### config.mk
export PLATFORM = sky130hd
export DESIGN_NAME = freq_div_ctrl
export DESIGN_NICKNAME = d
export VERILOG_FILES = /design/src/rtl/freq_div_pkg.sv /design/src/rtl/div_counter.sv /design/src/rtl/freq_div_ctrl.sv
export SDC_FILE = /design/constraint.sdc
export NUM_CORES = 1
export LEC_CHECK = 0
export BUFFER_PORTS_ARGS = -buffer_cell sky130_fd_sc_hd__buf_2
export CAP_MARGIN = 25
export CORE_MARGIN = 2
export CORE_UTILIZATION = 57
export DETAILED_ROUTE_END_ITERATION = 8
export GPL_TIMING_DRIVEN = 1
export MAX_ROUTING_LAYER = met4
export PLACE_DENSITY = 0.76
export SYNTH_ARGS = -nofsm -noshare
export SYNTH_HDL_FRONTEND = slang
export SYNTH_SLANG_ARGS = --single-unit
### constraint.sdc
create_clock -name clk -period 3.8 [get_ports clk]
set_clock_uncertainty 0.1 [all_clocks]
set_input_delay 0.38 -clock clk [delete_from_list [all_inputs] [get_ports clk]]
set_output_delay 0.38 -clock clk [all_outputs]
set_load 0.05 [all_outputs]
### src/rtl/freq_div_pkg.sv
// Shared types and constants for the synchronous divided-clock controller.
package freq_div_pkg;

  typedef enum logic [1:0] {
    IDLE  = 2'd0,
    RUN   = 2'd1,
    DRAIN = 2'd2
  } state_t;

  localparam int MIN_DIV = 2;
  localparam int RST_DIV = 2;

endpackage

### src/rtl/div_counter.sv
// Period counter with registered tick and divided waveform.
// en/div are the values that will hold in the next cycle, so tick/div_out line up with cnt.
module div_counter
  import freq_div_pkg::*;
#(
  parameter int CNT_W = 8
) (
  input  logic             clk,
  input  logic             rst_n,
  input  logic             en,
  input  logic [CNT_W-1:0] div,
  output logic             tick,
  output logic             div_out
);

  logic [CNT_W-1:0] cnt_q, cnt_d;
  logic             run_q;
  logic             tick_q, tick_d;
  logic             div_out_q, div_out_d;

  // Next count: restart on run entry and after the last cycle of a period.
  always_comb begin
    cnt_d = cnt_q;
    if (!en) begin
      cnt_d = '0;
    end else if (!run_q || tick_q) begin
      cnt_d = '0;
    end else begin
      cnt_d = cnt_q + CNT_W'(1);
    end
    tick_d    = en & (cnt_d == (div - CNT_W'(1)));
    div_out_d = en & (cnt_d < (div >> 1));
  end

  // Counter and output registers.
  always_ff @(posedge clk or negedge rst_n) begin
    if (!rst_n) begin
      cnt_q     <= '0;
      run_q     <= 1'b0;
      tick_q    <= 1'b0;
      div_out_q <= 1'b0;
    end else begin
      cnt_q     <= cnt_d;
      run_q     <= en;
      tick_q    <= tick_d;
      div_out_q <= div_out_d;
    end
  end

  assign tick    = tick_q;
  assign div_out = div_out_q;

endmodule

### src/rtl/freq_div_ctrl.sv
// Divided-clock controller: run FSM, one-entry config shadow, period bookkeeping.
// New divisors only take effect at period boundaries.
module freq_div_ctrl
  import freq_div_pkg::*;
#(
  parameter int CNT_W   = 8,
  parameter int BURST_W = 8
) (
  input  logic               clk,
  input  logic               rst_n,
  input  logic               cfg_valid,
  output logic               cfg_ready,
  input  logic [CNT_W-1:0]   cfg_div,
  input  logic [BURST_W-1:0] cfg_burst,
  input  logic               start,
  input  logic               stop,
  output logic               tick,
  output logic               div_out,
  output logic               busy,
  output logic               done,
  output logic               err
);

  localparam logic [BURST_W-1:0] PER_MAX = '1;

  state_t               state_q, state_d;
  logic [CNT_W-1:0]     act_div_q, act_div_d;
  logic [BURST_W-1:0]   act_burst_q, act_burst_d;
  logic [BURST_W-1:0]   run_burst_q, run_burst_d;
  logic [CNT_W-1:0]     sh_div_q, sh_div_d;
  logic [BURST_W-1:0]   sh_burst_q, sh_burst_d;
  logic                 sh_vld_q, sh_vld_d;
  logic [BURST_W-1:0]   per_cnt_q, per_cnt_d;
  logic                 busy_q, busy_d;
  logic                 done_q, done_d;
  logic                 err_q, err_d;
  logic                 cfg_ready_q, cfg_ready_d;
  logic                 accept, legal, promote, last_tick;
  logic [BURST_W-1:0]   per_inc;

  // Handshake, shadow promotion, FSM and period counting.
  always_comb begin
    state_d     = state_q;
    run_burst_d = run_burst_q;
    sh_div_d    = sh_div_q;
    sh_burst_d  = sh_burst_q;
    per_cnt_d   = per_cnt_q;
    done_d      = 1'b0;

    accept    = cfg_valid & cfg_ready_q;
    legal     = cfg_div >= CNT_W'(MIN_DIV);
    promote   = sh_vld_q & ((state_q == IDLE) | tick);
    per_inc   = per_cnt_q + BURST_W'(1);
    last_tick = tick & (run_burst_q != '0) & (per_inc == run_burst_q);
    err_d     = accept & ~legal;

    if (promote) begin
      act_div_d   = sh_div_q;
      act_burst_d = sh_burst_q;
    end else begin
      act_div_d   = act_div_q;
      act_burst_d = act_burst_q;
    end

    // accept and promote are exclusive: accept needs an empty shadow.
    if (accept && legal) begin
      sh_div_d   = cfg_div;
      sh_burst_d = cfg_burst;
      sh_vld_d   = 1'b1;
    end else if (promote) begin
      sh_vld_d   = 1'b0;
    end else begin
      sh_vld_d   = sh_vld_q;
    end

    case (state_q)
      IDLE: begin
        if (start) begin
          state_d     = RUN;
          per_cnt_d   = '0;
          run_burst_d = act_burst_d;
        end else begin
          state_d = IDLE;
        end
      end
      RUN: begin
        if (tick && (per_cnt_q != PER_MAX)) begin
          per_cnt_d = per_inc;
        end else begin
          per_cnt_d = per_cnt_q;
        end
        if (last_tick) begin
          state_d = IDLE;
          done_d  = 1'b1;
        end else if (stop) begin
          state_d = DRAIN;
        end else begin
          state_d = RUN;
        end
      end
      DRAIN: begin
        if (tick && (per_cnt_q != PER_MAX)) begin
          per_cnt_d = per_inc;
        end else begin
          per_cnt_d = per_cnt_q;
        end
        if (tick) begin
          state_d = IDLE;
          done_d  = 1'b1;
        end else begin
          state_d = DRAIN;
        end
      end
      default: begin
        state_d = IDLE;
      end
    endcase

    busy_d      = (state_d != IDLE);
    cfg_ready_d = ~sh_vld_d;
  end

  // Controller state and registered outputs.
  always_ff @(posedge clk or negedge rst_n) begin
    if (!rst_n) begin
      state_q     <= IDLE;
      act_div_q   <= CNT_W'(RST_DIV);
      act_burst_q <= '0;
      run_burst_q <= '0;
      sh_div_q    <= '0;
      sh_burst_q  <= '0;
      sh_vld_q    <= 1'b0;
      per_cnt_q   <= '0;
      busy_q      <= 1'b0;
      done_q      <= 1'b0;
      err_q       <= 1'b0;
      cfg_ready_q <= 1'b0;
    end else begin
      state_q     <= state_d;
      act_div_q   <= act_div_d;
      act_burst_q <= act_burst_d;
      run_burst_q <= run_burst_d;
      sh_div_q    <= sh_div_d;
      sh_burst_q  <= sh_burst_d;
      sh_vld_q    <= sh_vld_d;
      per_cnt_q   <= per_cnt_d;
      busy_q      <= busy_d;
      done_q      <= done_d;
      err_q       <= err_d;
      cfg_ready_q <= cfg_ready_d;
    end
  end

  div_counter #(
    .CNT_W(CNT_W)
  ) u_div_counter (
    .clk     (clk),
    .rst_n   (rst_n),
    .en      (busy_d),
    .div     (act_div_d),
    .tick    (tick),
    .div_out (div_out)
  );

  assign busy      = busy_q;
  assign done      = done_q;
  assign err       = err_q;
  assign cfg_ready = cfg_ready_q;

endmodule

## Yosys cells after proc, flatten, opt, wreduce, memory -nomap -nowiden

Cells that the tools add are included.

- Bitwise operators: 10
- Order comparisons: 2
- Reductions and logical operators: 11
- Mux-type cells: 17
- Add/sub/neg operators: 3
- Equal/unequal tests: 7

Operators by type and width:

| cell | count |
|---|---|
| 8-bit 2-to-1 mux | 6 |
| 8-bit by 1-bit adder with 8-bit output (second input constant) | 2 |
| 8-bit == test | 2 |
| 8-bit case mux with 2 select lines | 1 |
| 8-bit by 2-bit >= comparator with 1-bit output (second input constant) | 1 |
| 8-bit by 7-bit less-than comparator with 1-bit output | 1 |
| 8-bit inequality test (second input constant) | 1 |
| 8-bit nonzero test | 1 |
| 8-bit by 1-bit subtractor with 8-bit output (second input constant) | 1 |
| 1-bit bitwise AND | 7 |
| 2-bit 2-to-1 mux | 3 |
| 2-bit case mux with 3 select lines | 1 |
| 1-bit 2-to-1 mux | 5 |
| 2-bit nonzero test | 2 |
| 3-bit AND reduction | 1 |
| 2-bit by 1-bit == test with 1-bit output (second input constant) | 1 |
| 2-bit == test (second input constant) | 1 |
| 1-bit logical AND | 2 |
| 2-bit logical NOT | 1 |
| 2-bit by 1-bit inequality test with 1-bit output (second input constant) | 1 |
| 2-bit inequality test (second input constant) | 1 |
| 1-bit inverter | 2 |
| 1-bit case mux with 2 select lines | 1 |
| 2-bit AND reduction | 1 |
| 4 further kinds | 4 |

- Word-level logic and storage cells: 65
- Bits in registers: 65
- Input port bits: 21
- Output and inout port bits: 6

## Longest topological paths before layout

- Word-level depth: 9
- Gate-level depth with buffers: 12

## By module

Synthesis repeated with hierarchy kept, for this count alone.

- Cells, all modules: 306
- Area total of the unflattened synthesis: 3482.1 um^2

Modules (own cells, without submodules):

| module | seq. area each (um^2) | cells an instance | instances | area an instance (um^2) |
|---|---|---|---|---|
| freq_div_ctrl | 1377.6 | 197 | 1 | 2514.9 |
| div_counter | 275.3 | 109 | 1 | 967.2 |

## Worst setup path before layout

Ideal clock, no wire load.

- Path kind: register -> register
- Start: register u_div_counter.tick_q (netlist: u_div_counter.tick)
- End: register u_div_counter.tick_q (netlist: u_div_counter.tick)
- Data arrival time: 2594 ps
- Library setup time: 96 ps
- Stages on the path, launching flop included: 11
- Path slack: 1010 ps
- Data required time: 3604 ps
- Cells stage by stage: dfrtp_1 -> o21ai_1 -> buf_6 -> mux2i_1 -> ha_1 -> nor3b_1 -> mux2i_1 -> or4_1 -> nand3_1 -> a21oi_1 -> nor4_2

- Cells in the longest elaborated chain, start to end: 8
- Elaborated cells between the ends (all ways): 15
- Those cells by class: 1 x add/sub; 1 x eq/ne; 6 x mux; 5 x bitwise; 2 x reduce/logical

RTL lines:

| what | line | RTL |
|---|---|---|
| start, declared | div_counter.sv:18 | `logic tick_q, tick_d;` |
| start signal, assigned | div_counter.sv:45 | `tick_q <= tick_d;` |
| branches (longest 7 deep; another with 8-bit by 1-bit subtractor with 8-bit output) | - |  |
| 1-bit bitwise AND (*) | div_counter.sv:31 | `tick_d = en & (cnt_d == (div - CNT_W'(1)));` |
| named net u_div_counter.tick_d | div_counter.sv:18 |  |

Mark *: on every way through the listed nets, which the timed path passes.
A chain may end at the register's enable or synchronous reset.

## Worst setup path after layout

- Start: register state_q[0]
- End: register u_div_counter.tick_q (netlist: u_div_counter.tick)

- Cells in the longest elaborated chain, start to end: 7
- Elaborated cells between the ends (all ways): 12
- Those cells by class: 1 x add/sub; 3 x eq/ne; 3 x mux; 3 x bitwise; 2 x reduce/logical

RTL lines:

| what | line | RTL |
|---|---|---|
| start, declared | freq_div_ctrl.sv:26 | `state_t state_q, state_d;` |
| start signal, assigned | freq_div_ctrl.sv:139 | `state_q <= state_d;` |
| 2-bit logical NOT | freq_div_ctrl.sv:52, freq_div_ctrl.sv:76 |  |
| 1-bit bitwise OR | freq_div_ctrl.sv:52 | `promote = sh_vld_q & ((state_q == IDLE) \| tick);` |
| 1-bit bitwise AND | freq_div_ctrl.sv:52 |  |
| 8-bit 2-to-1 mux | freq_div_ctrl.sv:57 | `if (promote) begin` |
| 8-bit by 1-bit subtractor with 8-bit output | div_counter.sv:31 |  |
| 8-bit == test | div_counter.sv:31 |  |
| 1-bit bitwise AND (*) | div_counter.sv:31 |  |
| named net u_div_counter.tick_d | div_counter.sv:18 |  |

The timed path passes the listed nets; every way through them passes the cells marked *.

==> flow_summary.html <==
<table>
<tr><th>Metric</th><th>Value</th></tr>
<tr><th colspan="2">Timing</th></tr>
<tr><td>Crit share post-route</td><td>about 83%</td></tr>
<tr><td>Fin worst setup slack</td><td>around 650 ps</td></tr>
<tr><td>Number of failing setup endpoints in the final timing report</td><td>0</td></tr>
<tr><td>Rel. slew slack</td><td>a little under two thirds</td></tr>
<tr><td>Number of hold violations in the final report</td><td>0</td></tr>
<tr><td>Worst-Margin Slew</td><td>approximately 530 ps</td></tr>
<tr><td>Max Slew Vio Count</td><td>0</td></tr>
<tr><td>Fin crit period</td><td>about 3200 ps</td></tr>
<tr><td>Setup TNS</td><td>0 ps</td></tr>
<tr><td>Maximum clock frequency</td><td>~320 MHz</td></tr>
<tr><td>Unrepaired setup endpoints after global routing</td><td>no</td></tr>
<tr><th colspan="2">Logic synthesis</th></tr>
<tr><td>Leading area contributor after synthesis</td><td>sky130_fd_sc_hd__dfrtp_1</td></tr>
<tr><td>Syn Area/Cell</td><td>10.8 um2</td></tr>
<tr><td>Number of flip-flops and latches in the synthesized netlist</td><td>between 60 and 70</td></tr>
<tr><td>Post-synthesis cell area</td><td>approximately 3500 um2</td></tr>
<tr><td>Count of flip-flops with a built-in enable after synthesis</td><td>0</td></tr>
<tr><td>Share of the synthesized area in the top cell type</td><td>between 40 and 50%</td></tr>
<tr><td>Most common cell in the synthesized netlist</td><td>sky130_fd_sc_hd__dfrtp_1</td></tr>
<tr><td>Count of synthesis-stage warnings from yosys</td><td>0</td></tr>
<tr><td>Leading post-synthesis cells by instance count</td><td>sky130_fd_sc_hd__dfrtp_1, sky130_fd_sc_hd__mux2_2, sky130_fd_sc_hd__nand2_1</td></tr>
<tr><td>Cell types with the largest area share after synthesis</td><td>sky130_fd_sc_hd__dfrtp_1, sky130_fd_sc_hd__mux2_2, sky130_fd_sc_hd__ha_1</td></tr>
<tr><td>Share of synthesized area occupied by flip-flops and latches</td><td>between 40% and 50%</td></tr>
<tr><td>Library cells used by synthesis</td><td>57</td></tr>
<tr><td>Count of mapped cells out of synthesis</td><td>about 320</td></tr>
<tr><td>Number of nets in the synthesized netlist</td><td>355</td></tr>
<tr><td>Leading register cell type out of synthesis</td><td>sky130_fd_sc_hd__dfrtp_1</td></tr>
<tr><td>Fraction of synthesis flops using an asynchronous set or reset pin</td><td>100%</td></tr>
<tr><th colspan="2">GRT</th></tr>
<tr><td>Met3 track demand over resource in global routing</td><td>under 10%</td></tr>
<tr><td>Most heavily used metal layer in global routing</td><td>met1</td></tr>
<tr><td>Met2 global-route usage</td><td>~33%</td></tr>
<tr><td>Vias in the first global route</td><td>2400</td></tr>
<tr><td>All-Layer GR Usage</td><td>between 20% and 30%</td></tr>
<tr><td>Antenna violations before repair</td><td>0</td></tr>
<tr><td>First-pass GRT wire length</td><td>roughly 11 mm</td></tr>
<tr><td>Maximum number of pins on one net before global-route repair</td><td>27</td></tr>
<tr><td>Met1 global-route usage</td><td>around 34%</td></tr>
<tr><td>GRT Residual Overflow</td><td>0</td></tr>
<tr><th colspan="2">Power and ir drop</th></tr>
<tr><td>Part of the power in registers</td><td>a little over half</td></tr>
<tr><td>Pint</td><td>0.00113 W</td></tr>
<tr><td>Logic gate share of total power</td><td>7.4%</td></tr>
<tr><td>Net switching share of the total power</td><td>24.2%</td></tr>
<tr><td>Leakage Power</td><td>approximately 1.9 nW</td></tr>
<tr><td>PD cells</td><td>382 nW/um2</td></tr>
<tr><td>Maximum resistive drop on vdd</td><td>0.472 mV</td></tr>
<tr><td>Switch Pwr</td><td>0.000360 W</td></tr>
<tr><td>Clock power share</td><td>38.3%</td></tr>
<tr><th colspan="2">Place</th></tr>
<tr><td>Placed cell area</td><td>between 3000 and 4000 um2</td></tr>
<tr><td>Pre-CTS setup slack</td><td>670 ps</td></tr>
<tr><td>Buffers added on ports</td><td>26</td></tr>
<tr><td>Last weighted congestion value of the routability-driven placer</td><td>0.875</td></tr>
<tr><td>Sum of net half-perimeters after detailed placement</td><td>around 4.9 mm</td></tr>
<tr><th colspan="2">Die</th></tr>
<tr><td>Die Y</td><td>82.1 um</td></tr>
<tr><td>Starting utilization of the core area</td><td>roughly 59%</td></tr>
<tr><td>FP Rows</td><td>28</td></tr>
<tr><td>I/O pins</td><td>27</td></tr>
<tr><td>Floorplan die width</td><td>82.1 um</td></tr>
<tr><td>Area of the die</td><td>between 6000 and 7000 um2</td></tr>
<tr><td>Core Area</td><td>a little under 6000 um2</td></tr>
<tr><th colspan="2">Clock network</th></tr>
<tr><td>H-tree depth reported by CTS</td><td>3</td></tr>
<tr><td>Root buffer cell</td><td>sky130_fd_sc_hd__clkbuf_8</td></tr>
<tr><td>Worst skew pair latency</td><td>between 300 and 400 ps</td></tr>
<tr><td>Number of CTS-inserted buffers</td><td>9</td></tr>
<tr><td>Clock tree buffer depth</td><td>2</td></tr>
<tr><td>Cts repair resizes</td><td>0</td></tr>
<tr><td>Number of sinks driven by the clock tree</td><td>between 60 and 70</td></tr>
<tr><td>Clock input transition at the sequential cells of the worst setup and hold paths</td><td>approximately 70 ps</td></tr>
<tr><td>TritonCTS clock tree</td><td>done</td></tr>
<tr><th colspan="2">Worst setup path</th></tr>
<tr><td>Total stage count of the critical path</td><td>12</td></tr>
<tr><td>Endpoint of the worst-slack reg-to-reg timing path</td><td>u_div_counter.tick</td></tr>
<tr><td>WP data arrival</td><td>between 3000 and 4000 ps</td></tr>
<tr><td>Crit path buffers/inverters</td><td>2</td></tr>
<tr><td>Termination of the worst setup path</td><td>u_div_counter.tick</td></tr>
<tr><td>Cell at the slowest stage of the critical path</td><td>sky130_fd_sc_hd__mux2i_1</td></tr>
<tr><td>Flop2flop setup slack</td><td>around 650 ps</td></tr>
<tr><td>Worst-path fanout max</td><td>9</td></tr>
<tr><td>Worst Setup End Kind</td><td>flop</td></tr>
<tr><td>Critical path startpoint</td><td>state_q[0]</td></tr>
<tr><td>Worst path cell trace</td><td>inv_1 &gt; ha_1 &gt; o21ai_2 &gt; buf_4 &gt; mux2i_1 &gt; ha_1 &gt; nor3b_1 &gt; mux2i_1 &gt; or4_1 &gt; nand3_1 &gt; a21oi_1 &gt; nor4_2</td></tr>
<tr><td>Delay contributed by the slowest stage of the critical path</td><td>about 470 ps</td></tr>
<tr><td>Count of cells along the worst register-to-register path</td><td>12</td></tr>
<tr><td>Crit Path Class</td><td>reg2reg</td></tr>
<tr><td>Critical path's top delay family</td><td>simple AND/OR/NAND/NOR gates</td></tr>
<tr><td>Critical path startpoint category</td><td>flop</td></tr>
<tr><td>Launching point of the worst reg2reg path</td><td>state_q[0]</td></tr>
<tr><td>Worst endpoint required time</td><td>3950 ps</td></tr>
<tr><th colspan="2">Job</th></tr>
<tr><td>Number of max-cap violations</td><td>0</td></tr>
<tr><th colspan="2">Routing</th></tr>
<tr><td>Post-detailed-route via-to-cell ratio</td><td>5.85</td></tr>
<tr><td>Vias</td><td>~2500</td></tr>
<tr><td>Drt first pass iters</td><td>4</td></tr>
<tr><td>Wire per inst</td><td>around 15 um</td></tr>
<tr><td>Initial drt markers</td><td>314</td></tr>
<tr><td>Total Routed Length</td><td>between 6 and 7 mm</td></tr>
<tr><td>DRC violations left</td><td>0</td></tr>
<tr><td>Antenna viol nets, final</td><td>0</td></tr>
<tr><th colspan="2">Finish</th></tr>
<tr><td>Signed area change from the synthesized netlist to the final layout</td><td>11.9%</td></tr>
<tr><td>Antenna diode count</td><td>0</td></tr>
<tr><td># fillers</td><td>roughly 460</td></tr>
<tr><td>Share of final-layout standard cells stronger than drive strength 1</td><td>about 23%</td></tr>
<tr><td>Post-route standard cell area excluding fillers</td><td>between 3000 and 4000 um2</td></tr>
<tr><td>Fin nets</td><td>about 390</td></tr>
<tr><th colspan="2">Worst hold path</th></tr>
<tr><td>Startpoint of the tightest hold check path</td><td>cfg_burst[3]</td></tr>
<tr><td>Worst hold path cell count</td><td>2</td></tr>
<tr><td>Class of the worst hold path</td><td>in2reg</td></tr>
<tr><th colspan="2">Status</th></tr>
<tr><td>Outcome</td><td>complete, no violations</td></tr>
</table>
## repair_timing
action / in CTS / in global routing
setup buffers: 0 / 0
hold buffers: 1 / 0
endpoints found under the hold margin: 24 / 0
setup endpoints to repair: 0 / 0
## worst min-delay path by stage
stage / end
final: sh_burst_q[3]
after global routing: sh_burst_q[3]
after CTS: sh_burst_q[3]
after detailed placement: sh_burst_q[1]
after global placement: sh_burst_q[2]
after floorplan: act_burst_q[0]
## worst register-to-register path, stage by stage, from the launching register on
cell and delay, ps:
sky130_fd_sc_hd__dfrtp_1 380, sky130_fd_sc_hd__inv_1 70, sky130_fd_sc_hd__ha_1 260, sky130_fd_sc_hd__o21ai_2 150, sky130_fd_sc_hd__buf_4 230, sky130_fd_sc_hd__mux2i_1 470
sky130_fd_sc_hd__ha_1 280, sky130_fd_sc_hd__nor3b_1 230, sky130_fd_sc_hd__mux2i_1 180, sky130_fd_sc_hd__or4_1 420, sky130_fd_sc_hd__nand3_1 90, sky130_fd_sc_hd__a21oi_1 70
sky130_fd_sc_hd__nor4_2 130
## through the flow
step,hold WS [ps],cells,total power (W),utilization [%]
after detailed placement,293,417,0.000932,62.4
after global routing,162,434,0.00156,65.7
after floorplan,-15.6,322,0.000877,-
after CTS,154,434,0.00150,65.7
after global placement,292,417,0.000923,62.4
final,165,434,0.00149,65.7
## cells by family (layout without fill, tap and decap cells)
group / Yosys count / count (layout) / synth area share (%)
simple gates: 97 / 97 / 15.1
flops: 65 / 65 / 46.8
compound gates: 61 / 61 / 11.3
mux: 42 / 42 / 13.8
buf+inv: 29 / 66 / 3.38
xor+xnor: 16 / 16 / 5.25
fa+ha+maj: 12 / 12 / 4.32
## layout make-up
| type | instances | area, um2 | area share, % |
|---|---|---|---|
| flip-flops and latches | 65 | 1630 | 41.8 |
| clock buffers | 11 | 131 | 3.38 |
| clock inverters | 5 | 56.3 | 1.45 |
| repair buffers | 32 | 178 | 4.57 |
| multi-input cells | 228 | 1740 | 44.6 |
| well taps | 75 | 93.8 | 2.41 |
| inverters | 18 | 67.6 | 1.74 |
## layer usage
| metal | share of wire (%) | wire length [um] |
|---|---|---|
| met3 | 4.7 | 316 |
| met4 | 2.1 | 141 |
| met2 | 43 | 2900 |
| met5 | 0 | 0 |
| met1 | 50 | 3340 |
## registers in the layout (all words and copies together) (netlist names), 2 cells and up
register and cells:
act_burst_q 8, run_burst_q 8, per_cnt_q 8, sh_burst_q 8, sh_div_q 8, state_q 2
act_div_q 8, u_div_counter.cnt_q 8
## power groups by stage
stage | Combinational (W) | Clock [W] | Sequential [W]
final | 0.000110 | 0.000569 | 0.000807
after global routing | 0.000125 | 0.000613 | 0.000818
after CTS | 0.000113 | 0.000582 | 0.000807
after detailed placement | 0.000112 | 0 | 0.000821
after global placement | 0.000107 | 0 | 0.000816
after floorplan | 0.0000720 | 0 | 0.000805
## cells in the final DEF, fill, tap and decap left out, types with 3 or more instances in the layout
cell type                  instances
sky130_fd_sc_hd__buf_2            26
sky130_fd_sc_hd__nand4_1           4
sky130_fd_sc_hd__a22o_1            3
sky130_fd_sc_hd__clkbuf_8          9
sky130_fd_sc_hd__nor2_1           15
sky130_fd_sc_hd__nor4_1            4
sky130_fd_sc_hd__dfrtp_1          64
sky130_fd_sc_hd__nand2b_1          3
sky130_fd_sc_hd__nor3_1            8
sky130_fd_sc_hd__and2_1            4
sky130_fd_sc_hd__or3_1             7
sky130_fd_sc_hd__and4_1            3
sky130_fd_sc_hd__mux2i_1           8
sky130_fd_sc_hd__nor3b_1           3
sky130_fd_sc_hd__buf_4             5
sky130_fd_sc_hd__a311oi_1          3
sky130_fd_sc_hd__xor2_1            7
sky130_fd_sc_hd__xnor2_1           6
sky130_fd_sc_hd__nand3_1          13
sky130_fd_sc_hd__ha_1             12
sky130_fd_sc_hd__a21o_1            5
sky130_fd_sc_hd__mux2_2           31
sky130_fd_sc_hd__o21ai_0          19
sky130_fd_sc_hd__a21oi_1          13
sky130_fd_sc_hd__inv_1            17
sky130_fd_sc_hd__nand2_1          21
(Power assumes the default switching activity.)
